==> src/rtl/mips20_pkg.sv <==
// Shared widths, FSM encoding and access/redirect selection helpers for the
// 20-bit MIPS memory-access stage.
package mips20_pkg;

   localparam int DATA_W = 20;

   localparam logic [0:0] ST_IDLE = 1'b0;
   localparam logic [0:0] ST_REQ  = 1'b1;

   typedef enum logic [1:0] {
      ACC_STORE = 2'd0,
      ACC_STW   = 2'd1,
      ACC_LOAD  = 2'd2,
      ACC_JMEM  = 2'd3
   } acc_kind_e;

   // Encoded so that a higher value means a higher redirect priority.
   typedef enum logic [1:0] {
      REDIR_NONE   = 2'd0,
      REDIR_BRANCH = 2'd1,
      REDIR_JUMP   = 2'd2,
      REDIR_JMEM   = 2'd3
   } redir_sel_e;

   // Fields of the EX/MEM bundle still needed once an access is in flight.
   typedef struct packed {
      logic [DATA_W-1:0] write_destination;
      logic [DATA_W-1:0] alu_output;
      logic [DATA_W-1:0] result_shift_jump;
      logic [DATA_W-1:0] result_adder_branch;
      logic              memread;
      logic              regwrite;
      logic              j;
      logic              jmem;
      logic              branch;
      logic              zero_flaf;
   } lat_bundle_t;

   function automatic acc_kind_e acc_kind(input logic jmem, input logic memread,
                                          input logic stw);
      if (jmem)         return ACC_JMEM;
      else if (memread) return ACC_LOAD;
      else if (stw)     return ACC_STW;
      else              return ACC_STORE;
   endfunction

   function automatic redir_sel_e redir_sel(input logic jmem, input logic j,
                                            input logic branch, input logic zero_flaf);
      if (jmem)                     return REDIR_JMEM;
      else if (j)                   return REDIR_JUMP;
      else if (branch && zero_flaf) return REDIR_BRANCH;
      else                          return REDIR_NONE;
   endfunction

endpackage

==> src/rtl/mem_wb_reg.sv <==
// MEM/WB pipeline register. Valid and regwrite are single-cycle per load;
// destination and data hold their last retired value.
module mem_wb_reg
   import mips20_pkg::*;
(
   input  logic              clk,
   input  logic              rst,
   input  logic              load,
   input  logic              in_regwrite,
   input  logic [DATA_W-1:0] in_write_destination,
   input  logic [DATA_W-1:0] in_data,
   output logic              wb_valid,
   output logic              wb_regwrite,
   output logic [DATA_W-1:0] wb_write_destination,
   output logic [DATA_W-1:0] wb_data
);

   logic              valid_q, valid_d;
   logic              regwrite_q, regwrite_d;
   logic [DATA_W-1:0] dest_q, dest_d;
   logic [DATA_W-1:0] data_q, data_d;

   always_comb begin
      valid_d    = load;
      regwrite_d = load & in_regwrite;
      dest_d     = load ? in_write_destination : dest_q;
      data_d     = load ? in_data : data_q;
   end

   always_ff @(posedge clk) begin
      if (rst) begin
         valid_q    <= 1'b0;
         regwrite_q <= 1'b0;
         dest_q     <= '0;
         data_q     <= '0;
      end else begin
         valid_q    <= valid_d;
         regwrite_q <= regwrite_d;
         dest_q     <= dest_d;
         data_q     <= data_d;
      end
   end

   assign wb_valid             = valid_q;
   assign wb_regwrite          = regwrite_q;
   assign wb_write_destination = dest_q;
   assign wb_data              = data_q;

endmodule

==> src/rtl/mem_access_stage.sv <==
// MEM stage of the 20-bit MIPS core: one data-memory access per instruction over
// req/ready, branch/jump/jmem redirect resolution, stall generation and MEM/WB load.
module mem_access_stage
   import mips20_pkg::*;
#(
   parameter int TIMEOUT_CYCLES = 255
) (
   input  logic              clk,
   input  logic              rst,
   input  logic              ex_valid,
   input  logic [DATA_W-1:0] ex_write_destination,
   input  logic              ex_zero_flaf,
   input  logic [DATA_W-1:0] ex_alu_output,
   input  logic [DATA_W-1:0] ex_result_shift_jump,
   input  logic [DATA_W-1:0] ex_result_adder_branch,
   input  logic [DATA_W-1:0] ex_read_data2,
   input  logic [DATA_W-1:0] ex_output_adder_increment_pc,
   input  logic              ex_memwrite,
   input  logic              ex_memread,
   input  logic              ex_branch,
   input  logic              ex_j,
   input  logic              ex_jmem,
   input  logic              ex_stw,
   input  logic              ex_regwrite,
   output logic              stall,
   output logic              dmem_req,
   output logic              dmem_we,
   output logic [DATA_W-1:0] dmem_addr,
   output logic [DATA_W-1:0] dmem_wdata,
   input  logic [DATA_W-1:0] dmem_rdata,
   input  logic              dmem_ready,
   output logic              pc_redirect,
   output logic [DATA_W-1:0] pc_target,
   output logic              wb_valid,
   output logic              wb_regwrite,
   output logic [DATA_W-1:0] wb_write_destination,
   output logic [DATA_W-1:0] wb_data,
   output logic              mem_err
);

   localparam int CNT_W = (TIMEOUT_CYCLES < 2) ? 1 : $clog2(TIMEOUT_CYCLES + 1);
   localparam logic [CNT_W-1:0] CNT_LAST = CNT_W'(TIMEOUT_CYCLES - 1);

   // Handshake: dmem_req rises the cycle after accept and stays high, with
   // we/addr/wdata stable, until the cycle dmem_ready is seen or the timeout fires.
   logic [0:0]        state_q, state_d;
   logic [CNT_W-1:0]  cnt_q, cnt_d;
   lat_bundle_t       lat_q, lat_d;
   logic              req_q, req_d;
   logic              we_q, we_d;
   logic [DATA_W-1:0] addr_q, addr_d;
   logic [DATA_W-1:0] wdata_q, wdata_d;
   logic              redirect_q, redirect_d;
   logic [DATA_W-1:0] target_q, target_d;
   logic              err_q, err_d;

   lat_bundle_t       ex_bundle;
   logic              is_mem;
   logic              timeout_hit;
   acc_kind_e         kind;
   redir_sel_e        rsel;
   logic [DATA_W-1:0] redir_addr;
   logic              retire;
   logic              rt_regwrite;
   logic [DATA_W-1:0] rt_dest;
   logic [DATA_W-1:0] rt_data;

   always_comb begin
      ex_bundle.write_destination   = ex_write_destination;
      ex_bundle.alu_output          = ex_alu_output;
      ex_bundle.result_shift_jump   = ex_result_shift_jump;
      ex_bundle.result_adder_branch = ex_result_adder_branch;
      ex_bundle.memread             = ex_memread;
      ex_bundle.regwrite            = ex_regwrite;
      ex_bundle.j                   = ex_j;
      ex_bundle.jmem                = ex_jmem;
      ex_bundle.branch              = ex_branch;
      ex_bundle.zero_flaf           = ex_zero_flaf;
   end

   assign is_mem      = ex_memread | ex_memwrite | ex_stw | ex_jmem;
   assign kind        = acc_kind(ex_jmem, ex_memread, ex_stw);
   assign timeout_hit = (state_q == ST_REQ) && !dmem_ready && (cnt_q == CNT_LAST);

   always_comb begin
      state_d     = state_q;
      cnt_d       = cnt_q;
      lat_d       = lat_q;
      req_d       = req_q;
      we_d        = we_q;
      addr_d      = addr_q;
      wdata_d     = wdata_q;
      err_d       = 1'b0;
      stall       = 1'b0;
      retire      = 1'b0;
      rt_regwrite = 1'b0;
      rt_dest     = ex_write_destination;
      rt_data     = ex_alu_output;
      rsel        = REDIR_NONE;

      case (state_q)
         ST_IDLE: begin
            if (ex_valid && is_mem) begin
               stall   = 1'b1;
               lat_d   = ex_bundle;
               state_d = ST_REQ;
               cnt_d   = '0;
               req_d   = 1'b1;
               we_d    = (kind == ACC_STW) || (kind == ACC_STORE);
               addr_d  = ex_alu_output;
               wdata_d = (kind == ACC_STW) ? ex_output_adder_increment_pc : ex_read_data2;
            end else if (ex_valid) begin
               retire      = 1'b1;
               rt_regwrite = ex_regwrite;
               rsel        = redir_sel(1'b0, ex_j, ex_branch, ex_zero_flaf);
            end
         end
         ST_REQ: begin
            cnt_d   = cnt_q + CNT_W'(1);
            rt_dest = lat_q.write_destination;
            rt_data = lat_q.alu_output;
            if (dmem_ready) begin
               state_d     = ST_IDLE;
               req_d       = 1'b0;
               retire      = 1'b1;
               rt_regwrite = lat_q.regwrite;
               rt_data     = lat_q.memread ? dmem_rdata : lat_q.alu_output;
               rsel        = redir_sel(lat_q.jmem, lat_q.j, lat_q.branch, lat_q.zero_flaf);
            end else if (timeout_hit) begin
               // The aborted instruction retires too, so EX/MEM must advance
               // here or the same access would simply be issued again.
               state_d = ST_IDLE;
               req_d   = 1'b0;
               retire  = 1'b1;
               err_d   = 1'b1;
            end else begin
               stall = 1'b1;
            end
         end
         default: begin
            state_d = ST_IDLE;
            req_d   = 1'b0;
         end
      endcase
   end

   always_comb begin
      case (rsel)
         REDIR_JMEM:   redir_addr = dmem_rdata;
         REDIR_JUMP:   redir_addr = (state_q == ST_REQ) ? lat_q.result_shift_jump
                                                        : ex_result_shift_jump;
         REDIR_BRANCH: redir_addr = (state_q == ST_REQ) ? lat_q.result_adder_branch
                                                        : ex_result_adder_branch;
         default:      redir_addr = target_q;
      endcase
      redirect_d = retire && (rsel != REDIR_NONE);
      target_d   = redirect_d ? redir_addr : target_q;
   end

   always_ff @(posedge clk) begin
      if (rst) begin
         state_q    <= ST_IDLE;
         cnt_q      <= '0;
         lat_q      <= '0;
         req_q      <= 1'b0;
         we_q       <= 1'b0;
         addr_q     <= '0;
         wdata_q    <= '0;
         redirect_q <= 1'b0;
         target_q   <= '0;
         err_q      <= 1'b0;
      end else begin
         state_q    <= state_d;
         cnt_q      <= cnt_d;
         lat_q      <= lat_d;
         req_q      <= req_d;
         we_q       <= we_d;
         addr_q     <= addr_d;
         wdata_q    <= wdata_d;
         redirect_q <= redirect_d;
         target_q   <= target_d;
         err_q      <= err_d;
      end
   end

   mem_wb_reg u_mem_wb_reg (
      .clk                  (clk),
      .rst                  (rst),
      .load                 (retire),
      .in_regwrite          (rt_regwrite),
      .in_write_destination (rt_dest),
      .in_data              (rt_data),
      .wb_valid             (wb_valid),
      .wb_regwrite          (wb_regwrite),
      .wb_write_destination (wb_write_destination),
      .wb_data              (wb_data)
   );

   assign dmem_req    = req_q;
   assign dmem_we     = we_q;
   assign dmem_addr   = addr_q;
   assign dmem_wdata  = wdata_q;
   assign pc_redirect = redirect_q;
   assign pc_target   = target_q;
   assign mem_err     = err_q;

endmodule
==> config.mk <==
export PLATFORM = sky130hd
export DESIGN_NAME = mem_access_stage
export DESIGN_NICKNAME = d
export VERILOG_FILES = /design/src/rtl/mips20_pkg.sv /design/src/rtl/mem_wb_reg.sv /design/src/rtl/mem_access_stage.sv
export SDC_FILE = /design/constraint.sdc
export NUM_CORES = 1
export LEC_CHECK = 0
export ABC_AREA = 1
export CAP_MARGIN = 5
export CORE_MARGIN = 2
export CORE_UTILIZATION = 35
export CTS_CLUSTER_SIZE = 25
export DETAILED_ROUTE_END_ITERATION = 10
export RECOVER_POWER = 100
export SETUP_SLACK_MARGIN = 0.5
export SLEW_MARGIN = 20
export SYNTH_ARGS = -nofsm -noshare
export SYNTH_HDL_FRONTEND = slang
export SYNTH_SLANG_ARGS = --single-unit
==> constraint.sdc <==
create_clock -name clk -period 3.21 [get_ports clk]
set_input_delay 0.8025 -clock clk [delete_from_list [all_inputs] [get_ports clk]]
set_output_delay 0.8025 -clock clk [all_outputs]
set_load 0.02 [all_outputs]
# --- Word level (Yosys, flattened, before mapping) ---
# Index checks and enable logic that the tools add are counted.
word_totals:
  register_bits: 181
  latch_bits: 0
  ram_bits: 0
  mem_bits_ro: 0
  input_bits: 152
  elab_cells: 89
  mem_count: 0
classes:
  add_sub_neg: 1
  mul: 0
  div: 0
  order_cmp: 0
  n_eq_ne: 7
  shift: 0
  mux: 39
  n_bitwise: 5
  reduce_logical: 15
ops:
  columns: ["cell", "count"]
  rows:
  - ["20-bit 2-to-1 mux", 7]
  - ["20-bit case mux with 3 select lines", 1]
  - ["1-bit 2-to-1 mux", 16]
  - ["2-bit 2-to-1 mux", 8]
  - ["8-bit case mux with 2 select lines", 1]
  - ["8-bit by 1-bit adder with 8-bit output, second input constant", 1]
  - ["8-bit == test, second input constant", 1]
  - ["8-bit 2-to-1 mux", 1]
  - ["1-bit case mux with 2 select lines", 4]
  - ["1-bit logical AND", 6]
  - ["2-bit AND reduction", 3]
  - ["2-bit by 1-bit == test with 1-bit output, second input constant", 2]
  - ["2-bit == test, second input constant", 2]
  - ["2-bit case mux with 2 select lines", 1]
  - ["3-bit by 2-bit != test with 1-bit output, second input constant", 1]
  - ["1-bit OR", 3]
  - ["3-bit nonzero test", 1]
  - ["3-bit OR reduction", 1]
  - ["2-bit logical NOT", 1]
  - ["2-bit != test, second input constant", 1]
  - ["2-bit nonzero test", 1]
  - ["1-bit bitwise AND", 1]
  - ["1-bit logical NOT", 1]
  - ["1-bit logical OR", 1]
  - ["1-bit NOT", 1]

# --- Logic depth before layout (Yosys ltp) ---
depth:
  ltp_word: 9
  ltp_mapped: 14
  ltp_nobuf: 13

# --- By module ---
# Synthesis repeated with hierarchy kept, for this count alone.
hier_totals:
  cells_unflattened: 1428
  area_unflattened_um2: 9132.5
by_module_without_submodules:
  columns: ["mod", "n_inst", "cells_each", "area_each_um2"]
  rows:
  - ["mem_access_stage", 1, 1168, 7415.9]
  - ["mem_wb_reg", 1, 260, 1716.6]

# --- Worst setup path after synthesis ---
# Ideal clock, no wire load.
synth_path:
  kind: "input to output"
  start: "in ex_jmem"
  end: "out stall"
  arrival_ns: 1.646
  required_ns: 2.408
  setup_slack_ns: 0.761
  path_stages: 6
  path_buffers: 2
  cell_sequence: "nor2_4 > nand2_1 > nand3_2 > buf_2 > buf_2 > nand2_1"
synth_between:
  elab_chain_cells: 4
synth_lines:
  columns: ["item", "line", "text"]
  rows:
  - ["from (decl)", "mem_access_stage.sv:22", "input logic ex_jmem,"]
  - ["1-bit OR", "mem_access_stage.sv:81", "assign is_mem = ex_memread | ex_memwrite | ex_stw | ex_jmem;"]
  - ["1-bit logical AND", "mem_access_stage.sv:103", "if (ex_valid && is_mem) begin"]
  - ["1-bit 2-to-1 mux", "mem_access_stage.sv:103", null]
  - ["1-bit case mux with 2 select lines", "mem_access_stage.sv:101", "case (state_q)"]
  - ["to (decl)", "mem_access_stage.sv:25", "output logic stall,"]
# No other way between the ends.

# --- Worst setup path in the final report ---
layout_path:
  start: "in ex_memread"
  end: "reg target_q[12], in the netlist pc_target[12]"
layout_between:
  elab_chain_cells: 9
  word_cells_on_any_way: 16
  classes_between: "3 x eq/ne; 5 x mux; 3 x bitwise; 5 x reduce/logical"
layout_lines:
  columns: ["item", "line", "text"]
  rows:
  - ["from (decl)", "mem_access_stage.sv:19", "input logic ex_memread,"]
  - ["1-bit OR * (3 in series)", "mem_access_stage.sv:81", null]
  - ["1-bit logical AND *", "mem_access_stage.sv:103", null]
  - ["2-bit 2-to-1 mux", "mem_access_stage.sv:103", null]
  - ["2-bit case mux with 2 select lines", "mem_access_stage.sv:101", null]
  - ["2-bit by 1-bit == test with 1-bit output (tied with other cells)", "mem_access_stage.sv:148", "case (rsel)"]
  - ["3-bit nonzero test (no source line) or 1-bit logical AND (tied branches)", null, null]
  - ["2-bit AND reduction (no source line)", null, null]
  - ["to (signal assigned)", "mem_access_stage.sv:181", "target_q <= target_d;"]
  - ["to (decl)", "mem_access_stage.sv:54", "logic [DATA_W-1:0] target_q, target_d;"]
# Mark *: on every way between the ends. The rest lies on a longest branch, timed or not.
# A chain may end at the register's enable or synchronous reset.

==> metrics list <==
* Gr ovfl total: 0
* Post-synthesis to final-layout area growth: 35.7%
- The floorplan has 58 rows.
* Core area: 25200 um2
* Family with the most delay on the worst path: simple AND/OR/NAND/NOR gates
- Worst rel slew slack: -0.594%
- Summing over every cut layer, the via total after detailed routing is a little over 9000.
* Wire length of the first global-routing pass: 44.3 mm
- Pin count of the biggest net entering global routing: 80
- dfxtp_1 takes more of the synthesized area than any other cell.
- The die covers 26900 um2.
- Post-synthesis register bit count: 181
- Worst voltage drop across the vdd grid: 0.000249 V
- Setup violations remaining at the end of the flow were counted as 0.
- The tree is rooted in a clkbuf_16.
* Path type of the worst min-delay path: reg -> reg
- Portion of the clock cycle consumed by the worst path in the final layout: between 80% and 90%
* Antenna fix cells: 0
- The die is about 160 um tall.
* Synth Cell Area: 8950 um2
- Sequential share of power: 43.9%
* Routing layer with the top usage in global route: met2
- Total Negative Setup Slacks: 0 ps
- Final period demand of the worst path: between 2000 and 3000 ps
* Per-instance average area after synthesis: 6.37 um2
- Via count of the first global-routing pass: 8505
- Routability-driven placement finished with a final weighted congestion of 0.808.
* Required time reported for the critical path endpoint: 3530 ps
- Post-Synthesis Cells: 1405
- From left edge to right edge, the die measures 164 um.
- Clock power share: 36.1%
* Combinational power share: between 20% and 30%
* Hold Buf Count CTS: 0
- The first detailed-routing pass ran for 5 iterations.
- In this run the critical register-to-register path is launched from state_q$_SDFF_PP0_.
- Sum of routed wire length over all layers: 27.9 mm
* Ratio of routed vias to standard cells: approximately 4.7
* Transition time at the pin with the least slew margin: 1510 ps
* Final Hold Fails: 0
* Sum of internal, switching and leakage power: between 5 and 6 mW
- For the worst setup path, the data arrival time is 3130 ps.
* Max Fanout on Critical Path: 20
- On the worst path, the slowest cell contributes a delay of roughly 420 ps.
* Static power due to leakage: 5.86 nW
- Count of input and output buffers: roughly 260
* Number of flops mapped to enable cells by yosys: 0
* Setup repair after global routing missed its margin: false
* Share of the synthesized area in the top cell type: 40.5%
- The critical path contains buffers and inverters numbering 4 combined.
- Across the run, the number of max-cap violations was 1.
- At the end of the flow, the number of nets in the layout was 1752.
* Sequential cell area in the final layout: roughly 3600 um2
- The H-tree was split into 4 levels.
- The number of antenna violations at the first check in global routing is 1.
* Clock sink count: 181
* DRC violations left: 0
- 259 I/O pins were placed.
* Most instantiated cells after synthesis: 494 x nand2_1, 181 x dfxtp_1, 156 x inv_1, 132 x nor2_1, 124 x nand3_1
- Power per standard cell area: 461 nW/um2
- Worst-case clock skew: 12.7 ps
- After the first detailed-routing iteration, the DRC count stood at 697.
- Of the synthesized area, sequential elements account for between 40 and 50%.
- The detail route stage leaves a number of antenna-violating nets equal to 0.
- In the synthesized netlist the dominant register cell turns out to be dfxtp_1.
- The initial utilization of the core area, before any placement, comes to 35.6%.
- The internal portion of the total power is roughly 3.9 mW.
- In this run the power spent charging and discharging nets is 1.69 mW.
* Violated checks: max-capacitance violations, max-slew violations
- For met2 alone, demand over resource in global routing was 34.4%.
* Clock input transition at the sequential cells of the worst setup and hold paths: 70 ps
- The worst setup path is captured at a register.
- Startpoint Class: input pin
- Global-route track usage on met1: 27.1%
- Clock tree synthesis inserted a total of 17 buffers.
- Fraction of registers with async set or reset after synthesis: 0%
- The wire-length estimate of the detail-placed layout is around 19 mm.
- Library cell with the highest instance count after synthesis: nand2_1
- Internal reg-to-reg setup slack: 800 ps
* Buffer levels on the longest clock path: 2
- The worst hold path begins at lat_q[84]$_SDFFE_PP0P_.
- Count of pins over their slew limit: 32
- The number of different library cells used by synthesis comes to 31.
- Switching share of power: 30.2%
- Fraction of layout cells with a size suffix above 1: 4.29%
* Outcome: finished with violations
- The largest individual stage delay along the critical path comes from the cell clkdlybuf4s50_1.
- Clock latency at the later pin of the worst-skew pair: 430 ps
- Routed length per placed instance: 14.4 um
- Area occupied by multi-input gates: approximately 4100 um2
* Total routing resource utilization after global routing: approximately 21%
- Timing would allow up to 357 MHz.
- The critical path in this run is classified as in -> reg.
* Largest cells by area after synthesis: dfxtp_1 40%, nand2_1 21%, nand3_1 6.9%
- Net count after synthesis: between 1500 and 2000
* Global routing met3 resource utilization: approximately 4.8%
- Counting the fill cells in the layout gives 2666.
- TritonCTS built the clock tree.
- During synthesis, Yosys emitted a total of 0 warnings.
- Walking the worst path, the cells encountered are clkdlybuf4s50_1 > nor2_1 > nand3_1 > nor2_2 > inv_1 > o22ai_2 > inv_1 > ha_1 > buf_12 > nand3_1 > nand2_1 > nand2_1 > nand2_1 > nor2_1 > nor2_1.
- Beginning of the critical path: ex_memread
## layer usage
layer  vias up  part of all wire (%)
met4         0                   1.2
met2       251                    47
met3        24                   6.7
li1       4686                     -
met5         -                     0
met1      4116                    45
## per-stage QoR
stage / std cells / setup slack, ps / instance area, um2 / util [%] / hold WS [ps]
floorplan: 1405 / 761 / 8950 / - / 419
global placement: 1906 / 142 / 11600 / 46.0 / 427
detailed placement: 1906 / 94.2 / 11600 / 46.0 / 432
CTS: 1938 / 516 / 12200 / 48.3 / 447
global route: 1938 / 247 / 12200 / 48.3 / 459
finish: 1938 / 407 / 12200 / 48.3 / 445
## power groups by stage
stage | combinational, mW | clock (mW) | sequential (mW)
after floorplan | 0.576 | 0 | 2.59
after global placement | 1.16 | 0 | 2.51
after detailed placement | 1.16 | 0 | 2.52
after CTS | 1.16 | 2.08 | 2.46
after global routing | 1.25 | 2.16 | 2.48
final | 1.12 | 2.02 | 2.46
## what timing repair did
action | in CTS | in global routing
gates resized for setup | 4 | 10
pin swaps | 1 | 1
endpoints found under the setup margin | 1 | 57
gates cloned | 0 | 0
buffers inserted | 0 | 0
## area by class of cell
class                      count  area share [%]
tap                          330            3.40
sequential                   181            29.8
multi-input combinational    954            33.6
inverter                     159            4.95
clock buffer                  19            3.64
timing repair buffer         282            23.6
clock inverter                13           0.988
## worst paths after layout
kind | endpoint | cells after the start
hold reg to reg | lat_q[84]$_SDFFE_PP0P_ | 2
setup / recovery | pc_target[12]$_SDFFE_PP0P_ | 15
hold / removal | lat_q[84]$_SDFFE_PP0P_ | 2
setup reg to reg | u_mem_wb_reg.wb_data[8]$_SDFFE_PP0P_ | 8
## cell families after synthesis
logic type	Yosys count	share of synthesized area, %
AOI/OAI and AO/OA	187	10.6
DFF	181	40.5
and+or+nand+nor	762	34.3
buffers and inverters	270	14.0
adders and majority gates	5	0.699
## flip-flops by register name, indices dropped and copies added, names as in the netlist, 8 cells and up
name,flops
dmem_addr,20
u_mem_wb_reg.wb_write_destination,20
cnt_q,8
dmem_wdata,20
lat_q,66
u_mem_wb_reg.wb_data,20
pc_target,20
## placed cells by master, fill, tap and decap left out, drive strengths merged
cell / synthesis / routed
nor2: 134 / 134
dlymetal6s2s: 0 / 1
clkdlybuf4s50: 0 / 149
nand3: 126 / 126
ha: 5 / 5
nor3: 2 / 2
buf: 74 / 22
nor4: 1 / 1
inv: 159 / 164
clkinvlp: 0 / 2
a21boi: 1 / 1
o21ai: 105 / 105
dlygate4sd3: 0 / 107
a21oi: 77 / 77
clkbuf: 37 / 22
or2: 2 / 2
nand2: 497 / 497
o21bai: 1 / 1
o22ai: 1 / 1
dfxtp: 181 / 181
a211oi: 1 / 1
a31oi: 1 / 1
clkinv: 0 / 6
## worst reg2reg max path, cell delays in order (launching register included)
cell and delay, ps:
dfxtp_2 360, inv_4 80, buf_6 460, nand2_1 270, nand2_4 410, clkbuf_2 510, nand2_1 100, nand2_1 80
nor2_1 40
Power figures use the tool's default switching activity.
==> patch 1: new RTL, config.mk and constraints unchanged <==
Make the reset (`rst`) asynchronous in 2 clocked blocks.
--- a/src/rtl/mem_wb_reg.sv
+++ b/src/rtl/mem_wb_reg.sv
@@ -27,7 +27,7 @@
       data_d     = load ? in_data : data_q;
    end
 
-   always_ff @(posedge clk) begin
+   always_ff @(posedge clk or posedge rst) begin
       if (rst) begin
          valid_q    <= 1'b0;
          regwrite_q <= 1'b0;
--- a/src/rtl/mem_access_stage.sv
+++ b/src/rtl/mem_access_stage.sv
@@ -157,7 +157,7 @@
       target_d   = redirect_d ? redir_addr : target_q;
    end
 
-   always_ff @(posedge clk) begin
+   always_ff @(posedge clk or posedge rst) begin
       if (rst) begin
          state_q    <= ST_IDLE;
          cnt_q      <= '0;
Behaviour: differs if rst is asserted again (counterexample within 4 cycles, from zero or initial values and one cycle with rst high); with rst held inactive, the same outputs for 4 cycles.
==> patch 1 against the original RTL <==
Via count down 6.9%. Cell count fell by 7.5%. Worst setup slack got worse by 0.068 ns. Count of clock-buffer cells in the layout is the same. Design area rose by 3.2%. Sequential cell count unchanged. Synthesized area rose by 3.0%. Routed wire length is 0.47% lower. Critical path type is now in2out. Highest routed layer unchanged.
Power is not compared: it rests on default switching activity, and its combinational part moved more than twofold at a synthesized area within 25%.
==> patch 1: results (changes against the original RTL) <==
| Metric | Value |
|---|---|
| Status | `finished clean (was finished, violations left)` |
| Met3 WL post-DR | `1900 µm (was 1880 µm)` |
| WP data arrival | `2.07 ns (was 3.13 ns)` |
| Worst-path maximum fanout | `2 (was 20)` |
| Aggregate global-route resource usage | `0.201 (was 0.207)` |
| Core ar. | `26000 µm² (was 25200 µm²)` |
| Multi-In Gates | `836 (was 954)` |
| Antenna fix cells | `1 (was 0)` |
| Logic inverters | `123 (was 159)` |
| Cell count after synthesis | `1235 (was 1405)` |
| Synth cell types | `30 (was 31)` |
| Vias in the first global route | `8190 (was 8505)` |
| DRT iter0 DRCs | `621 (was 697)` |
| Clock skew | `0.0136 ns (was 0.0127 ns)` |
| Synth Area in Adders | `0.00679 (was 0.00699)` |
| Placed Cells | `1760 (was 1906)` |
| Register area share after synthesis | `0.491 (was 0.405)` |
| Place WS | `-0.0505 ns (was 0.0942 ns)` |
| Clk cell area share | `0.0463 (about the same)` |
| Synth top cells by count | `nand2_1, dfrtp_1, o21ai_0 (was nand2_1, dfxtp_1, inv_1)` |
| Final GP Congestion | `0.810 (was 0.808)` |
| Post-DP Area | `12000 µm² (was 11600 µm²)` |
| Post-synthesis compound-gate area fraction | `0.127 (was 0.106)` |
| Max stage delay on crit path | `0.55 ns (was 0.42 ns)` |
| Synth Area in XOR/XNOR | `0.000950 (was 0)` |
| Most common flop cell mapped by yosys | `dfrtp_1 (was dfxtp_1)` |
| Sequential share of cell area | `0.362 (was 0.298)` |
| Met3 usage | `0.0512 (was 0.0485)` |
| Met1 Routed Length | `12200 µm (was 12600 µm)` |
| Hpwl dp | `19500 µm (was 18900 µm)` |
| Global-route wire length before repair | `44600 µm (was 44300 µm)` |
| Vias/cell | `4.71 (was 4.68)` |
patch 1: cell count changes after synthesis, sizes merged, moves of 2 or more:
cell and change:
o21a +20, dfxtp -181, a21oi -34, nand3 -73, buf -6, nor2 -102
nand2 +25, clkbuf -10, dfrtp +181, o22ai +6, inv -36, o21ai +43
nor3 -2
patch 1: worst paths after layout:
path / start / end / slack [ns] / cells after the start
setup / recovery: ex_stw / stall / 0.34 / 6
hold / removal: u_mem_wb_reg.wb_data[17] / u_mem_wb_reg.wb_data[17] / 0.47 / 2
setup reg to reg: state_q / pc_target[9] / 0.97 / 9
hold reg to reg: u_mem_wb_reg.wb_data[17] / u_mem_wb_reg.wb_data[17] / 0.47 / 2
max in group asynchronous: rst / u_mem_wb_reg.wb_data[0] / 0.83 / 3
min in group asynchronous: rst / dmem_addr[2] / 1.13 / 2
==> patch 2: new RTL, config.mk and constraints unchanged <==
Made on the original files. Change the parameter `TIMEOUT_CYCLES` from 255 to 510.
--- a/src/rtl/mem_access_stage.sv
+++ b/src/rtl/mem_access_stage.sv
@@ -3,7 +3,7 @@
 module mem_access_stage
    import mips20_pkg::*;
 #(
-   parameter int TIMEOUT_CYCLES = 255
+   parameter int TIMEOUT_CYCLES = 510
 ) (
    input  logic              clk,
    input  logic              rst,
Formal check against the unedited RTL: same outputs for any inputs over 4 cycles, from zero or initial values and one cycle with rst high; that may be too few to reach the edited logic, so the function may still have changed.
==> patch 2 against the original RTL <==
Die area increased by 0.27%. Via count increased by 1.6%. Count of clock-buffer cells in the layout decreased by 2. Power increased by 2.5%. Core utilization increased by 0.27 points. Routed wire length increased by 0.34%. Register-to-register slack got worse by 0.13 ns. Hold slack improved by 0.0046 ns. Synthesized area increased by 0.28%. Sequential cell count increased by 1. Design area increased by 0.56%. Worst setup slack got worse by 0.0039 ns. Critical path type is now in2out. Largest power group unchanged. Highest routed layer unchanged.
==> patch 2: results (changes against the original RTL) <==
| Metric | Value |
|---|---|
| Combinational power share | `0.194 (was 0.200)` |
| Slew margin rel. | `0.131 (was -0.00594)` |
| R2r setup slk | `0.67 ns (was 0.80 ns)` |
| Clock skew | `0.0129 ns (was 0.0127 ns)` |
| Worst vdd ir | `312 µV (was 249 µV)` |
| Status | `finished clean (was finished, violations left)` |
| Met1 Routed Length | `12300 µm (was 12600 µm)` |
| Met3 usage | `0.0326 (was 0.0485)` |
| DRT iter0 DRCs | `623 (was 697)` |
| Clock Latency Late Sink | `0.43 ns (about the same)` |
| Synth cell types | `26 (was 31)` |
| Crit path from | `ex_stw (was ex_memread)` |
| Synth Area in Adders | `0.00697 (was 0.00699)` |
| Fillers | `2597 (was 2666)` |
| Vias in the first global route | `8296 (was 8505)` |
| Net count, final | `1764 (was 1752)` |
| Global-route wire length before repair | `43900 µm (was 44300 µm)` |
| Fraction of layout cells with a size suffix above 1 | `0.0420 (was 0.0429)` |
| Vias/cell | `4.72 (was 4.68)` |
| Sw Ratio | `0.303 (was 0.302)` |
| Top Family by Delay on Critical Path | `buffers and inverters (was simple AND/OR/NAND/NOR gates)` |
| Lkg Pwr | `5.75 nW (was 5.86 nW)` |
| Mapped Nets | `1574 (was 1562)` |
| M1 GR Usage | `0.271 (about the same)` |
| PD cells | `470 nW/µm² (was 461 nW/µm²)` |
| Share of synthesized registers carrying an async set or reset | `0 (unchanged)` |
| Critical-path top delay cell | `dlygate4sd3_1 (was clkdlybuf4s50_1)` |
| Max stage delay on crit path | `0.56 ns (was 0.42 ns)` |
| Antenna violations before repair | `3 (was 1)` |
| Post-synthesis compound-gate area fraction | `0.120 (was 0.106)` |
| Aggregate global-route resource usage | `0.206 (was 0.207)` |
| Synth top cells by count | `nand2_1, dfxtp_1, inv_1 (unchanged)` |
| Drt wl/cell | `14.3 µm (was 14.4 µm)` |
| WP data arrival | `2.00 ns (was 3.13 ns)` |
| Met2 global-route usage | `0.342 (was 0.344)` |
| Synth area leaders | `dfxtp_1, nand2_1, inv_1, nand3_1, nor2_1 (was dfxtp_1, nand2_1, nand3_1, inv_1, nor2_1)` |
==> patch 2: cell types whose count changed after synthesis, moves of 4 or more <==
cell,change
a21oi_1,+23
buf_1,-4
buf_2,+10
buf_4,-4
buf_6,-5
clkbuf_1,+4
nand3_1,-21
nor2_1,+5
o21ai_1,+7
==> patch 2: worst paths after layout <==
| kind | end | depth (start not counted) |
|---|---|---|
| setup / recovery | stall | 6 |
| setup reg to reg | cnt_q[8] | 6 |
| hold / removal | lat_q[23] | 2 |
| hold reg to reg | lat_q[23] | 2 |
==> patch 2: cells by family after synthesis <==
logic type                 Yosys count
and+or+nand+nor                    744
buffers and inverters              272
AOI/OAI and AO/OA                  214
DFF                                182
adders and majority gates            5
==> patch 2: stage by stage <==
step	instances	hold WS, ns	area [µm²]	setup WS, ns	utilization
after floorplan	1417	0.429	8980	0.766	-
after global placement	1918	0.436	11600	0.104	0.461
after detailed placement	1918	0.441	11600	0.0233	0.461
after CTS	1950	0.453	12200	0.532	0.485
after global routing	1953	0.475	12200	0.270	0.485
final	1954	0.450	12200	0.403	0.485
==> patch 2: timing repair <==
| action | CTS | global route |
|---|---|---|
| pin swaps | 0 | 1 |
| endpoints found under the setup margin | 11 | 21 |
| resized for setup | 4 | 6 |
==> patch 2: tightest hold or removal path: cells and delay by family, from the launching register on <==
| kind | cells | cell delay, ns |
|---|---|---|
| compound gates | 1 | 0.05 |
| flops | 1 | 0.30 |
| buf+inv | 1 | 0.06 |
==> patch 2: area by class of cell <==
class	count	share of cell area
Tap cell	330	0.0338
Timing Repair Buffer	283	0.230
Inverter	160	0.0497
Multi-Input combinational cell	963	0.337
Antenna cell	4	0.000819
Clock inverter	15	0.0152
Clock buffer	17	0.0348
Sequential cell	182	0.298
